File: config.mk
export PLATFORM = sky130hd
export DESIGN_NAME = mux4_rr_arbiter_flat
export DESIGN_NICKNAME = d
export VERILOG_FILES = /design/src/rtl/mux4_rr_arbiter_if.sv /design/src/rtl/mux4_rr_arbiter.sv /design/src/flat_wrapper.sv
export SDC_FILE = /design/constraint.sdc
export NUM_CORES = 1
export LEC_CHECK = 0
export ABC_AREA = 1
export CORE_ASPECT_RATIO = 1.1
export CORE_MARGIN = 2
export CORE_UTILIZATION = 40
export CTS_CLUSTER_DIAMETER = 120
export DETAILED_ROUTE_END_ITERATION = 10
export GPL_TIMING_DRIVEN = 0
export SLEW_MARGIN = 20
export SYNTH_ARGS = -nofsm -noshare
export SYNTH_HDL_FRONTEND = slang
export SYNTH_SLANG_ARGS = --single-unit
File: constraint.sdc
create_clock -name clk -period 2.14 [get_ports clk]
set_clock_uncertainty 0.1 [all_clocks]
set_input_delay 0.214 -clock clk [delete_from_list [all_inputs] [get_ports clk]]
set_output_delay 0.214 -clock clk [all_outputs]
set_load 0.005 [all_outputs]
File: src/rtl/mux4_rr_arbiter_if.sv
// Handshake/data bundle between the four requesters and the mux arbiter.
// The master modport belongs to the arbiter; the slave modport belongs to the requester side.
interface mux4_rr_arbiter_if;
  logic [3:0] req;
  logic [3:0] din;
  logic [3:0] gnt;
  logic [1:0] sel;
  logic       y;
  logic       valid;

  modport master (
    input  req,
    input  din,
    output gnt,
    output sel,
    output y,
    output valid
  );

  modport slave (
    output req,
    output din,
    input  gnt,
    input  sel,
    input  y,
    input  valid
  );
endinterface

File: src/rtl/mux4_rr_arbiter.sv
// Round-robin arbiter sharing a 4:1 single-bit mux among four requesters, with bounded tenure.
// Define MUX4_ARB_FIXED_PRIO_EN to replace round-robin with fixed lowest-index priority.
module mux4_rr_arbiter #(
  parameter int unsigned MAX_HOLD = 4,
  parameter int unsigned CNT_W    = 4
) (
  input logic               clk,
  input logic               rst_n,
  mux4_rr_arbiter_if.master bus
);

  localparam int unsigned      HoldEff = (MAX_HOLD == 0) ? 1 : MAX_HOLD;
  localparam logic [CNT_W-1:0] HoldMax = CNT_W'(HoldEff);

  typedef enum logic [0:0] {StIdle, StBusy} state_e;

  state_e           state_q;
  logic [CNT_W-1:0] hold_cnt_q;
  logic [3:0]       gnt_q;
  logic [1:0]       sel_q;
  logic             y_q;
  logic             valid_q;
`ifndef MUX4_ARB_FIXED_PRIO_EN
  logic [1:0]       last_q;
`endif

  logic       win_found;
  logic [1:0] win_idx;
  logic       release_now;

  assign release_now = (state_q == StBusy) && (!bus.req[sel_q] || (hold_cnt_q == HoldMax));

`ifdef MUX4_ARB_FIXED_PRIO_EN
  logic [3:0] cand;

  // Other pending requesters outrank the holder; the holder is regranted only when alone.
  always_comb begin
    cand      = bus.req;
    win_found = 1'b0;
    win_idx   = 2'd0;
    if ((state_q == StBusy) && ((bus.req & ~gnt_q) != 4'b0000)) begin
      cand = bus.req & ~gnt_q;
    end
    for (int i = 3; i >= 0; i--) begin
      if (cand[i]) begin
        win_found = 1'b1;
        win_idx   = 2'(i);
      end
    end
  end
`else
  // Search last+1, last+2, last+3, last; while busy last equals sel, so the holder comes last.
  always_comb begin
    win_found = 1'b0;
    win_idx   = 2'd0;
    for (int i = 4; i >= 1; i--) begin
      if (bus.req[2'(last_q + 2'(i))]) begin
        win_found = 1'b1;
        win_idx   = 2'(last_q + 2'(i));
      end
    end
  end
`endif

  always_ff @(posedge clk or negedge rst_n) begin
    if (!rst_n) begin
      state_q    <= StIdle;
      hold_cnt_q <= '0;
      gnt_q      <= 4'b0000;
      sel_q      <= 2'd0;
      y_q        <= 1'b0;
      valid_q    <= 1'b0;
`ifndef MUX4_ARB_FIXED_PRIO_EN
      last_q     <= 2'd3;
`endif
    end else begin
      valid_q <= (gnt_q != 4'b0000);
      if (gnt_q != 4'b0000) begin
        y_q <= bus.din[sel_q];
      end

      unique case (state_q)
        StIdle: begin
          if (win_found) begin
            state_q    <= StBusy;
            gnt_q      <= 4'b0001 << win_idx;
            sel_q      <= win_idx;
            hold_cnt_q <= CNT_W'(1);
`ifndef MUX4_ARB_FIXED_PRIO_EN
            last_q     <= win_idx;
`endif
          end
        end
        StBusy: begin
          if (!release_now) begin
            hold_cnt_q <= hold_cnt_q + CNT_W'(1);
          end else if (win_found) begin
            gnt_q      <= 4'b0001 << win_idx;
            sel_q      <= win_idx;
            hold_cnt_q <= CNT_W'(1);
`ifndef MUX4_ARB_FIXED_PRIO_EN
            last_q     <= win_idx;
`endif
          end else begin
            state_q <= StIdle;
            gnt_q   <= 4'b0000;
          end
        end
        default: state_q <= StIdle;
      endcase
    end
  end

  assign bus.gnt   = gnt_q;
  assign bus.sel   = sel_q;
  assign bus.y     = y_q;
  assign bus.valid = valid_q;

endmodule
File: src/flat_wrapper.sv
// flat-port wrapper written by rule: the top's interface ports become plain ports
module mux4_rr_arbiter_flat 
#(
  parameter int unsigned MAX_HOLD = 4,
  parameter int unsigned CNT_W    = 4
)
  (clk, rst_n, bus_req, bus_din, bus_gnt, bus_sel, bus_y, bus_valid);
  mux4_rr_arbiter_if bus_i ();
  input logic clk;
  input logic rst_n;
  input wire logic [$bits(bus_i.req)-1:0] bus_req;
  input wire logic [$bits(bus_i.din)-1:0] bus_din;
  output wire logic [$bits(bus_i.gnt)-1:0] bus_gnt;
  output wire logic [$bits(bus_i.sel)-1:0] bus_sel;
  output wire logic [$bits(bus_i.y)-1:0] bus_y;
  output wire logic [$bits(bus_i.valid)-1:0] bus_valid;
  assign bus_i.req = bus_req;
  assign bus_i.din = bus_din;
  assign bus_gnt = bus_i.gnt;
  assign bus_sel = bus_i.sel;
  assign bus_y = bus_i.y;
  assign bus_valid = bus_i.valid;
  mux4_rr_arbiter #(.MAX_HOLD(MAX_HOLD), .CNT_W(CNT_W)) u_core (.clk(clk), .rst_n(rst_n), .bus(bus_i));
endmodule
==> results.json <==
{
  "routed_wl_microns": 2148,
  "end_kind": "register",
  "ios": 18,
  "cts_sinks": 15,
  "setup-tns-final_ps": 0,
  "cts.htree.levels": 1,
  "grt_pass1_wl_microns": 3870,
  "die-area_sq_um": 2956,
  "total_power_mw": 2.064,
  "setup_viol": 0,
  "placementRows": 19,
  "synth_commonest_cells": "45 x nand2_1, 22 x nand3_1, 16 x inv_1",
  "worstPathMaxFanout": 10,
  "grt_pass1_vias": 954,
  "die_w_microns": 52.02,
  "hold_ws_ps": 230.1,
  "syn_avg_cell_area_sq_um": 7.197,
  "min_path_type": "in -> async",
  "cts_buffers": 3,
  "synth_edf_count": 0,
  "synth_top_area_share_pct": 32.06,
  "worst_slew_pin_slew_ps": 678.8,
  "portBuffers": 17,
  "critPathMostFrequentCell": "nand2_1",
  "dr.pass1.iters": 4,
  "antenna_found_initial": 0,
  "drcViolationCount": 0,
  "post_drt_via_cell_ratio": 4.959,
  "hold_viol": 0,
  "p_leak_nw": 0.6495,
  "hold_buffers": 0,
  "reg2reg_depth": 11,
  "core_sq_um": 2449,
  "cp-start-kind": "register",
  "final_max_slew_viol_count": 0,
  "cts-root-buf": "clkbuf_4",
  "yosysWarningCount": 0,
  "final.fill_count": 245,
  "die_h_microns": 56.83,
  "cp.arrival_ps": 1810,
  "synth.yosys.seq_area_share_pct": 37.24,
  "synthDistinctLibCells": 23,
  "drive_gt1_share_pct": 16.05,
  "grt-ovfl-total": 0,
  "max-vdd-ir-drop_mv": 0.7684,
  "relSlewSlack_pct": 54.61,
  "p_per_area_nw_per_um2": 1651,
  "fmax_mhz": 578.0,
  "clk_latency_ps": 290,
  "dr.first_iter.drc_count": 24,
  "gp_congestion": 0.8786,
  "antenna_cells": 0,
  "clockBufferDepth": 2,
  "cts_resized": 0,
  "wl_per_cell_microns": 11.13,
  "ant_nets": 0,
  "syn2layout_area_growth_pct": 23.18,
  "vias": 957,
  "grt_usage_pct": 17.01,
  "cp_slowest_cell": "dfstp_2",
  "path_class": "reg -> reg",
  "maxCapViolations": 0,
  "start_util_pct": 41.44,
  "ys_ff_latch": 15,
  "cts_tree": "yes",
  "syn_area_sq_um": 1015,
  "crit_chain": "inv_2 > nand2_1 > nand2_1 > nor2_2 > inv_2 > nor2_4 > nand2_4 > nand2_8 > nand2_4 > nand2_1 > o21ai_1",
  "grt_max_degree": 16,
  "netlist_instances": 141,
  "path_clk_slew_ps": 90,
  "slowest_delay_ps": 550,
  "min_period_over_period_pct": 80.84,
  "synth_fp_nets": 153,
  "synthTopCellsByArea": "dfrtp_1 32%, nand2_1 17%, nand3_1 11%",
  "outcome": "completed",
  "min_period_ps": 1730,
  "synth_top_area_cell": "dfrtp_1",
  "synth_async_sr_flop_share_pct": 100.0,
  "postCtsSetupBuffers": 0,
  "finalNetCount": 175,
  "grt_setup_unrepaired": "no",
  "yosysMostFrequentCell": "nand2_1",
  "cp.required_ps": 2220,
  "ys.flop_type": "dfrtp_1",
  "place_hpwl_microns": 1643
}
==> per-layer routing <==
layer	part of all wire, %	global-route usage [%]	vias to the layer above	wire length (microns)
met5	0	0	-	0
met4	1.3	5.639	0	28
met3	4.7	1.862	5	100
met2	46	27.85	26	990
met1	48	23.01	435	1028
li1	-	-	491	-
==> worst max-delay path: cells and delay by family, from the launching register on <==
kind	cells	cell delay [ps]
buf+inv	2	160
compound gates	1	70
flops	1	550
simple gates	8	760
==> state kept, by name, indices dropped and copies added (netlist names) <==
signal / cells
u_core.bus.gnt: 4
u_core.bus.y: 1
u_core.bus.sel: 2
u_core.hold_cnt_q: 4
u_core.bus.valid: 1
u_core.last_q: 2
u_core.state_q: 1
==> per-stage QoR <==
stage | setup slack [ps] | utilization (%) | cells | area [sq um]
finish | 410.0 | 51.05 | 193 | 1250
global route | 278.4 | 51.05 | 193 | 1250
detailed placement | 315.4 | 49.97 | 189 | 1224
global placement | 329.4 | 49.97 | 189 | 1224
floorplan | 596.9 | - | 141 | 1015
CTS | 406.9 | 51.05 | 193 | 1250
==> cells in the final DEF, fill, tap and decap left out <==
cell type,netlist,routed
buf_6,1,1
clkbuf_1,0,1
clkbuf_4,0,3
clkdlybuf4s50_1,0,17
dfrtp_1,13,13
dfstp_2,2,2
ha_1,2,2
inv_1,16,16
inv_2,4,4
inv_4,1,1
mux2i_1,1,1
nand2_1,45,45
nand2_2,8,8
nand2_4,3,3
nand2_8,1,1
nand3_1,22,22
nand3_2,1,1
nand3b_1,2,2
nor2_1,4,4
nor2_2,1,1
nor2_4,1,1
nor3_1,1,1
o21ai_0,6,6
o21ai_1,4,4
o22ai_1,1,1
or4_1,1,1
==> path summary, 6_finish.rpt <==
check	startpoint	to	slack, ps
worst max-delay path	u_core.last_q[0]	u_core.bus.sel[0]	410
worst min-delay path	rst_n	u_core.bus.sel[0]	230
worst max register to register	u_core.last_q[0]	u_core.bus.sel[0]	410
worst min register to register	u_core.hold_cnt_q[3]	u_core.hold_cnt_q[3]	390
max in group asynchronous	rst_n	u_core.bus.sel[1]	1280
min in group clk	u_core.hold_cnt_q[3]	u_core.hold_cnt_q[3]	390
==> power by group <==
group,switching (mW),internal (mW),total [mW]
clock network,0.0945,0.0725,0.167
registers,0.0865,0.424,0.511
logic,0.860,0.526,1.39
==> kinds of logic (layout without fill, tap and decap cells) <==
logic type,count (synthesis),after routing,share of synthesized area (%)
buf+inv,22,43,9.125
flops,15,15,37.24
compound gates,11,11,5.549
fa+ha+maj,2,2,2.466
mux,1,1,0.9865
simple gates,90,90,44.64
==> area by class of cell <==
cell class | count | area, sq um | area share [%]
flip-flops and latches | 15 | 377.9 | 30.23
multi-input cells | 104 | 544.3 | 43.54
well taps | 31 | 38.79 | 3.103
repair buffers | 17 | 170.2 | 13.61
clock buffers | 4 | 26.28 | 2.102
plain buffers | 1 | 11.26 | 0.9009
inverters | 21 | 81.33 | 6.507
Note: power is estimated with default switching activity, not from simulation.
